===== config.mk =====
export PLATFORM = sky130hd
export DESIGN_NAME = alu_flag_wb_stage_flat
export DESIGN_NICKNAME = d
export VERILOG_FILES = /design/src/rtl/alu_flag_wb_stage_if.sv /design/src/rtl/alu_flag_wb_stage.sv /design/src/flat_wrapper.sv
export SDC_FILE = /design/constraint.sdc
export NUM_CORES = 1
export LEC_CHECK = 0
export CAP_MARGIN = 20
export CORE_MARGIN = 2
export CORE_UTILIZATION = 45
export CTS_CLUSTER_SIZE = 16
export DETAILED_ROUTE_END_ITERATION = 10
export GPL_ROUTABILITY_DRIVEN = 0
export PLACE_DENSITY = 0.77
export SYNTH_ARGS = -nofsm -noshare
export SYNTH_HDL_FRONTEND = slang
export SYNTH_SLANG_ARGS = --single-unit
export TNS_END_PERCENT = 5

===== constraint.sdc =====
create_clock -name clk -period 7.19 [get_ports clk]
set_input_delay 1.438 -clock clk [delete_from_list [all_inputs] [get_ports clk]]
set_output_delay 1.438 -clock clk [all_outputs]
set_load 0.02 [all_outputs]

===== src/rtl/alu_flag_wb_stage_if.sv =====
// Handshake bundle between the ALU-side driver, this stage and the register-file writeback port.
// The master drives instructions in and accepts writebacks; the slave is the stage itself.
interface alu_flag_wb_stage_if;
   logic        in_valid;
   logic        in_ready;
   logic [31:0] alu_r;
   logic [3:0]  alu_flag;
   logic [4:0]  alu_op;
   logic        s_bit;
   logic [3:0]  cond;
   logic [3:0]  rd;
   logic        sh_cout;

   logic        wb_valid;
   logic        wb_ready;
   logic [31:0] wb_data;
   logic [3:0]  wb_rd;

   modport master (
      output in_valid,
      output alu_r,
      output alu_flag,
      output alu_op,
      output s_bit,
      output cond,
      output rd,
      output sh_cout,
      input  in_ready,
      output wb_ready,
      input  wb_valid,
      input  wb_data,
      input  wb_rd
   );

   modport slave (
      input  in_valid,
      input  alu_r,
      input  alu_flag,
      input  alu_op,
      input  s_bit,
      input  cond,
      input  rd,
      input  sh_cout,
      output in_ready,
      input  wb_ready,
      output wb_valid,
      output wb_data,
      output wb_rd
   );
endinterface


===== src/rtl/alu_flag_wb_stage.sv =====
// Post-ALU stage: evaluates the condition field against committed NZCV, commits flags by opcode
// class, and queues surviving register writes in a two-entry in-order buffer.
module alu_flag_wb_stage (
   input  logic                 clk,
   input  logic                 reset,
   alu_flag_wb_stage_if.slave   bus,
   output logic [3:0]           cpsr_flag,
   output logic                 cin,
   output logic [7:0]           skip_cnt
);

   localparam logic [1:0] DEPTH = 2'd2;

   typedef enum logic [2:0] {
      CLS_NONE,
      CLS_ARITH,
      CLS_LOGIC,
      CLS_TEST,
      CLS_COMPARE,
      CLS_ADDR
   } op_class_t;

   op_class_t   op_class;
   logic        cond_pass;
   logic        accept;
   logic        push;
   logic        pop;
   logic [3:0]  flag_next;
   logic [1:0]  count;
   logic [1:0]  count_next;
   logic        in_ready_q;
   logic [35:0] entry [2];
   logic [35:0] new_entry;

   logic flag_n;
   logic flag_z;
   logic flag_c;
   logic flag_v;

   assign flag_c = cpsr_flag[3];
   assign flag_z = cpsr_flag[2];
   assign flag_v = cpsr_flag[1];
   assign flag_n = cpsr_flag[0];

   assign accept       = bus.in_valid & in_ready_q;
   assign bus.in_ready = in_ready_q;
   assign cin          = cpsr_flag[3];

   always_comb begin
      op_class = CLS_NONE;
      unique case (bus.alu_op)
         5'b00010, 5'b00011, 5'b00100,
         5'b00101, 5'b00110, 5'b00111: op_class = CLS_ARITH;
         5'b00000, 5'b00001, 5'b01100,
         5'b01101, 5'b01110, 5'b01111: op_class = CLS_LOGIC;
         5'b01000, 5'b01001:           op_class = CLS_TEST;
         5'b01010, 5'b01011:           op_class = CLS_COMPARE;
         5'b10000, 5'b10001, 5'b10010,
         5'b10011, 5'b10100, 5'b10101,
         5'b10110, 5'b10111, 5'b11000,
         5'b11001, 5'b11010:           op_class = CLS_ADDR;
         default:                      op_class = CLS_NONE;
      endcase
   end

   always_comb begin
      cond_pass = 1'b0;
      unique case (bus.cond)
         4'd0:  cond_pass = flag_z;
         4'd1:  cond_pass = ~flag_z;
         4'd2:  cond_pass = flag_c;
         4'd3:  cond_pass = ~flag_c;
         4'd4:  cond_pass = flag_n;
         4'd5:  cond_pass = ~flag_n;
         4'd6:  cond_pass = flag_v;
         4'd7:  cond_pass = ~flag_v;
         4'd8:  cond_pass = flag_c & ~flag_z;
         4'd9:  cond_pass = ~flag_c | flag_z;
         4'd10: cond_pass = (flag_n == flag_v);
         4'd11: cond_pass = (flag_n != flag_v);
         4'd12: cond_pass = ~flag_z & (flag_n == flag_v);
         4'd13: cond_pass = flag_z | (flag_n != flag_v);
         4'd14: cond_pass = 1'b1;
         default: cond_pass = 1'b0;
      endcase
   end

   // Logical and test ops take C from the shifter and leave V alone; arithmetic and compares take all four.
   always_comb begin
      flag_next = cpsr_flag;
      push      = 1'b0;
      if (accept && cond_pass) begin
         unique case (op_class)
            CLS_ARITH: begin
               if (bus.s_bit) flag_next = bus.alu_flag;
               push = 1'b1;
            end
            CLS_LOGIC: begin
               if (bus.s_bit) flag_next = {bus.sh_cout, bus.alu_flag[2], flag_v, bus.alu_flag[0]};
               push = 1'b1;
            end
            CLS_TEST: begin
               flag_next = {bus.sh_cout, bus.alu_flag[2], flag_v, bus.alu_flag[0]};
            end
            CLS_COMPARE: begin
               flag_next = bus.alu_flag;
            end
            CLS_ADDR: begin
               push = 1'b1;
            end
            default: begin
               push = 1'b0;
            end
         endcase
      end
   end

   assign new_entry    = {bus.alu_r, bus.rd};
   assign pop          = bus.wb_valid & bus.wb_ready;
   assign count_next   = count + {1'b0, push} - {1'b0, pop};
   assign bus.wb_valid = (count != 2'd0);
   assign bus.wb_data  = entry[0][35:4];
   assign bus.wb_rd    = entry[0][3:0];

   always_ff @(posedge clk or posedge reset) begin
      if (reset) begin
         cpsr_flag <= 4'b0000;
         skip_cnt  <= 8'd0;
      end else begin
         cpsr_flag <= flag_next;
         if (accept && !cond_pass && skip_cnt != 8'hFF) skip_cnt <= skip_cnt + 8'd1;
      end
   end

   // entry[0] is always the head; a simultaneous push and pop at count 1 lands the new entry at the head.
   always_ff @(posedge clk or posedge reset) begin
      if (reset) begin
         count      <= 2'd0;
         in_ready_q <= 1'b1;
         entry[0]   <= '0;
         entry[1]   <= '0;
      end else begin
         count      <= count_next;
         in_ready_q <= (count_next < DEPTH);
         unique case ({push, pop})
            2'b10: begin
               if (count == 2'd0) entry[0] <= new_entry;
               else               entry[1] <= new_entry;
            end
            2'b01: begin
               entry[0] <= entry[1];
            end
            2'b11: begin
               if (count == 2'd1) begin
                  entry[0] <= new_entry;
               end else begin
                  entry[0] <= entry[1];
                  entry[1] <= new_entry;
               end
            end
            default: begin
               entry[0] <= entry[0];
            end
         endcase
      end
   end

endmodule

===== src/flat_wrapper.sv =====
// flat-port wrapper written by rule: the top's interface ports become plain ports
module alu_flag_wb_stage_flat 
  (clk, reset, cpsr_flag, cin, skip_cnt, bus_in_valid, bus_alu_r, bus_alu_flag, bus_alu_op, bus_s_bit, bus_cond, bus_rd, bus_sh_cout, bus_in_ready, bus_wb_ready, bus_wb_valid, bus_wb_data, bus_wb_rd);
  alu_flag_wb_stage_if bus_i ();
  input  logic clk;
  input  logic reset;
  output logic [3:0] cpsr_flag;
  output logic cin;
  output logic [7:0] skip_cnt;
  input wire logic [$bits(bus_i.in_valid)-1:0] bus_in_valid;
  input wire logic [$bits(bus_i.alu_r)-1:0] bus_alu_r;
  input wire logic [$bits(bus_i.alu_flag)-1:0] bus_alu_flag;
  input wire logic [$bits(bus_i.alu_op)-1:0] bus_alu_op;
  input wire logic [$bits(bus_i.s_bit)-1:0] bus_s_bit;
  input wire logic [$bits(bus_i.cond)-1:0] bus_cond;
  input wire logic [$bits(bus_i.rd)-1:0] bus_rd;
  input wire logic [$bits(bus_i.sh_cout)-1:0] bus_sh_cout;
  output wire logic [$bits(bus_i.in_ready)-1:0] bus_in_ready;
  input wire logic [$bits(bus_i.wb_ready)-1:0] bus_wb_ready;
  output wire logic [$bits(bus_i.wb_valid)-1:0] bus_wb_valid;
  output wire logic [$bits(bus_i.wb_data)-1:0] bus_wb_data;
  output wire logic [$bits(bus_i.wb_rd)-1:0] bus_wb_rd;
  assign bus_i.in_valid = bus_in_valid;
  assign bus_i.alu_r = bus_alu_r;
  assign bus_i.alu_flag = bus_alu_flag;
  assign bus_i.alu_op = bus_alu_op;
  assign bus_i.s_bit = bus_s_bit;
  assign bus_i.cond = bus_cond;
  assign bus_i.rd = bus_rd;
  assign bus_i.sh_cout = bus_sh_cout;
  assign bus_in_ready = bus_i.in_ready;
  assign bus_i.wb_ready = bus_wb_ready;
  assign bus_wb_valid = bus_i.wb_valid;
  assign bus_wb_data = bus_i.wb_data;
  assign bus_wb_rd = bus_i.wb_rd;
  alu_flag_wb_stage u_core (.clk(clk), .reset(reset), .bus(bus_i), .cpsr_flag(cpsr_flag), .cin(cin), .skip_cnt(skip_cnt));
endmodule

# ---- Word-level counts from Yosys, hierarchy flattened
# Memory sizes are Yosys's and may differ from the RTL's.
# Cells that the tools add are included.
dict set report totals {
  out_inout_bits 51
  memories 1
  romBits 96
  ff_bits 87
}
# name words width rd rd_ports_with_merged_regs write_ports line_no
set memory_table {}
lappend memory_table {{(name not given)} 32 3 1 0 0 alu_flag_wb_stage.sv:51} ;# unique case (bus.alu_op)
dict set report op_classes {
  addsub 3
  n_bitwise 12
  magnitude_cmp 1
  n_reduce_logical 16
  mux 12
  eq_ne 31
}
# operator count
set op_table {}
lappend op_table {{$mux 36} 4}
lappend op_table {{$pmux 36 s3} 1}
lappend op_table {{$pmux 36 s2} 1}
lappend op_table {{$eq 4x4->1 const B} 7}
lappend op_table {{$eq 4x3->1 const B} 4}
lappend op_table {{$pmux 4 s4} 1}
lappend op_table {{$pmux 1 s15} 1}
lappend op_table {{$add 8x1->8 const B} 1}
lappend op_table {{$eq 4x2->1 const B} 2}
lappend op_table {{$mux 4} 2}
lappend op_table {{$ne 2x2->1 const B} 4}
lappend op_table {{$ne 8x8->1 const B} 1}
lappend op_table {{$eq 3x2->1 const B} 2}
lappend op_table {{$eq 3x3->1 const B} 2}
lappend op_table {{$not 1->1} 6}
lappend op_table {{$reduce_bool 2->1} 3}
lappend op_table {{$reduce_and 5->1} 1}
lappend op_table {{$and 1x1->1} 4}
lappend op_table {{$eq 2x1->1 const B} 2}
lappend op_table {{$eq 2x2->1 const B} 2}
lappend op_table {{$eq 4x1->1 const B} 1}
lappend op_table {{$logic_not 4->1} 1}
lappend op_table {{$reduce_and 4->1} 1}
lappend op_table {{$reduce_bool 4->1} 1}
lappend op_table {{other kinds (16)} 20}

# ---- Depth between registers and ports, before layout
dict set report depth {
  ltp_word 8
  depth_mapped 14
  depth_no_buf 11
}

# ---- Worst setup path after synthesis
# Ideal clock, no wire load.
dict set report synth_path {
  path_type {input to register}
  startpoint {input port bus_cond[0]}
  endpoint {register u_core.entry[0] (netlist name)}
  path_buffers 2
  setup_time_ps 125
  cell_stages 12
  path_slack_ps 3179
  t_required_ps 7065
  t_arrival_ps 3887
  cell_sequence {buf_2 -> nor3b_1 -> o211ai_1 -> and3_1 -> o211ai_1 -> nand2_1 -> inv_1 -> ha_1 -> mux2i_1 -> o22ai_1 -> buf_2 -> mux2_2}
}
dict set report synth_between {
  elab_chain_len 7
  elab_cells_between_ends 25
  cone_classes {eq/ne (18); mux (3); reduce/logical (4)}
}
# item line_no
set synth_lines {}
lappend synth_lines {{start: declaration} flat_wrapper.sv:15} ;# input wire logic [$bits(bus_i.cond)-1:0] bus_cond;
lappend synth_lines {{$eq 4x4->1 (tied with other cells)} alu_flag_wb_stage.sv:68} ;# unique case (bus.cond)
lappend synth_lines {{$pmux 1 s15 (*)} alu_flag_wb_stage.sv:68}
lappend synth_lines {{$logic_and 1x1->1 (*)} alu_flag_wb_stage.sv:92} ;# if (accept && cond_pass) begin
lappend synth_lines {{$mux 1 (*)} alu_flag_wb_stage.sv:92}
lappend synth_lines {{$eq 2x2->1} alu_flag_wb_stage.sv:145} ;# unique case ({push, pop})
lappend synth_lines {{$ne 2x2->1 (no line) or $reduce_bool 2->1 (tied branches)} n/a}
lappend synth_lines {{$reduce_and 3->1 (no line)} n/a}
lappend synth_lines {{end: declaration} alu_flag_wb_stage.sv:32} ;# logic [35:0] entry [2];
# Mark *: on every way between the ends. The rest lies on a longest branch, timed or not.
# A chain may end at the register's enable or synchronous reset.

# ---- Final worst setup path
dict set report layout_path {
  startpoint {input port bus_cond[0]}
  endpoint {register u_core.entry, in the netlist u_core.bus.wb_data[15]}
}
dict set report layout_between {
  elab_chain_len 7
  elab_cells_between_ends 25
  cone_classes {eq/ne (18); mux (3); reduce/logical (4)}
}
# item line_no
set layout_lines {}
lappend layout_lines {{$eq 4x4->1 (tied with other cells)} alu_flag_wb_stage.sv:68}
lappend layout_lines {{$pmux 1 s15 (*)} alu_flag_wb_stage.sv:68}
lappend layout_lines {{$logic_and 1x1->1 (*)} alu_flag_wb_stage.sv:92}
lappend layout_lines {{$mux 1 (*)} alu_flag_wb_stage.sv:92}
lappend layout_lines {{$eq 2x2->1 or $eq 2x1->1 (tied branches)} alu_flag_wb_stage.sv:145}
lappend layout_lines {{$ne 2x1->1 (no line) or $reduce_bool 3->1 (tied branches)} n/a}
lappend layout_lines {{$reduce_and 2->1 (no line)} n/a}
# Marked as above.

==> impl_metrics.yaml <==
yosys:
  ys_seq_elements: 87
  syn_inst: 346
  avgSynthCellArea_um2: 13.0
  synth_edf_count: 0
  synth_nets: 407
  synth.distinct_cells: 40
  synth_seq_area_share_pct: 48.4
  yosys_warnings: 0
  ys.flop_type: "dfrtp_1"
  netlist_area_um2: 4500
  async_flop_share_pct: 100
timing:
  finClkSkew_ps: 13.5
  max_clock_freq_mhz: 216
  setup-violations-final: 0
  setup_ws_ps: 2570
  timing.final.crit_share_pct: 64.3
  period_minus_slack_ps: 4620
  rsz0062_at_grt: "false"
  finalHoldViolCount: 0
  tightest_slew_ps: 1020
  maxSlewHeadroom_pct: 31.4
  setup_tns_ps: 0
  slew_viol_final: 0
finish:
  synthToLayoutAreaGrowth_pct: 25.8
  antenna-diode-count: 0
  final_cell_mix: "105 x clkdlybuf4s50_1, 86 x dfrtp_1, 48 x mux2_2, 36 x a22o_1, 30 x mux2_4"
  final_common_cell: "clkdlybuf4s50_1"
  fin_area_um2: 5660
  num-nets-final: 474
  drive_gt1_share_pct: 24.9
route:
  ant_nets: 0
  drtIter0Drc: 86
  drtPass1Iterations: 4
  finalWirelength_um: 8570
  num_vias: 2801
  drc: 0
  wl_per_cell_um: 15.6
  vias_per_cell: 5.09
die:
  die_h_um: 104
  num_rows: 36
  die_area_um2: 10800
  num_io_pins: 106
  die_w_um: 104
  core_area_um2: 9730
  initial_core_util_pct: 46.2
worst_setup_path:
  critical_path.cell_chain: "clkdlybuf4s50_1 > nor4bb_1 > o31ai_2 > and3_1 > o211ai_1 > nand2_1 > inv_1 > ha_1 > nor2b_1 > o21ai_4 > a22o_1 > mux2_4"
  arrival_ps: 4900
  slowest_stage: "o21ai_4"
  start_kind: "primary input"
  slowest_delay_ps: 790
  worstSetupPathType: "in -> reg"
  cp-end-kind: "flop"
  path_max_fanout: 36
  crit_required_ps: 7470
grt:
  grt-ovfl-total: 0
  track_usage_pct: 16.2
  grt_max_degree: 88
  grt_pass1_vias: 2766
  grt_first_pass_wirelength_um: 14100
  antenna_found_initial: 0
clocking:
  clk_latency_ps: 350
  cts_resized: 0
  postCtsSetupBuffers: 0
  htreeDepth: 3
  clk_pin_slew_worst_paths_ps: 90
  hold_buffers: 0
  tritoncts.num_buffers: 9
  cts_tree: "built"
  cts-root-buf: "clkbuf_8"
  cts_buffer_depth: 2
  cts_sinks: 87
power_and_ir_drop:
  leakage_nw: 2.51
  p_per_area_nw_per_um2: 415
  ir_drop_mv: 0.140
run_status:
  status: "finished, final reports clean"
place:
  pre_cts_slack_ps: 2220
  dp_hpwl_um: 5770
  placed_cell_area_um2: 5390
  io_buffers: 105
job:
  cap_violations: 0
hold_path:
  hold_path.class: "reg -> reg"
-- final cells by class --
| type | count | area (µm²) |
|---|---|---|
| Clock buffer | 9 | 124 |
| Clock inverter | 6 | 118 |
| Fill cell | 813 | 4070 |
| Inverter | 8 | 31.3 |
| Multi-Input combinational cell | 198 | 1930 |
| Sequential cell | 87 | 2180 |
| Tap cell | 133 | 166 |
| Timing Repair Buffer | 109 | 1110 |
-- per-layer routing --
layer | track usage, % | up-vias | routed length [µm]
met5 | 0 | - | 0
met4 | 5.69 | 0 | 155
met3 | 2.94 | 15 | 310
met2 | 27.1 | 63 | 4210
met1 | 21.2 | 1391 | 3890
li1 | - | 1332 | -
-- registers in the layout (all words and copies together) (netlist names) --
signal	flops
u_core.entry	36
u_core.bus.wb_data	32
u_core.skip_cnt	8
u_core.bus.wb_rd	4
u_core.cpsr_flag	4
u_core.count	2
u_core.bus.in_ready	1
-- worst paths after layout --
kind / from / end / slack (ps) / cells past startpoint
min in group asynchronous: reset / u_core.bus.wb_data[14] / 1450 / 3
hold / removal: u_core.skip_cnt[4] / u_core.skip_cnt[4] / 500 / 1
setup / recovery: bus_cond[0] / u_core.bus.wb_data[15] / 2570 / 12
hold reg to reg: u_core.skip_cnt[4] / u_core.skip_cnt[4] / 500 / 1
setup reg to reg: u_core.cpsr_flag[1] / u_core.bus.wb_data[15] / 3930 / 11
max in group asynchronous: reset / u_core.bus.in_ready / 5060 / 4
-- report_power, final --
part	switching [mW]	internal, mW
Combinational	0.450	0.607
Sequential	0.154	0.722
Clock	0.180	0.233
Total	0.784	1.56
-- cell usage after synthesis (all sizes together), types with 2 or more instances --
cell	number	area share, %
nand2	7	0.58
nor2b	7	0.97
inv	8	0.67
xor2	7	1.4
mux2	78	22
nor2	11	0.92
nand3	5	0.56
a22o	36	7.0
buf	46	8.2
ha	6	1.7
nor3	3	0.33
a21oi	3	0.58
xnor2	6	1.2
o21ai	3	0.33
and3	3	0.42
nor3b	3	0.50
dfrtp	86	48
o211ai	3	0.50
clkbuf	7	0.58
a22oi	2	0.33
mux2i	2	0.45
-- critical path, delay by kind of cell --
kind                       cells  cell delay [ps]
adders and majority gates      1              260
muxes                          1              140
AOI/OAI and AO/OA              4             1420
buffers and inverters          2              820
and+or+nand+nor                4              810
-- metrics by stage --
step	cells	total power [mW]	hold WS [ps]	utilization [%]
after global routing	550	2.48	519	58.2
after global placement	533	1.91	479	55.2
after detailed placement	534	1.95	485	55.4
final	550	2.35	501	58.2
after CTS	549	2.37	502	57.9
after floorplan	346	1.70	477	-
-- kinds of logic (layout without fill, tap and decap cells) --
logic type | after synthesis | count (layout) | share of synthesized area [%]
compound gates | 55 | 55 | 10.2
xor+xnor | 13 | 13 | 2.53
fa+ha+maj | 6 | 6 | 1.67
buf+inv | 61 | 132 | 9.43
flops | 87 | 87 | 48.4
mux | 80 | 80 | 22.5
simple gates | 44 | 44 | 5.23
No activity file was read; power rests on OpenSTA's default activity.
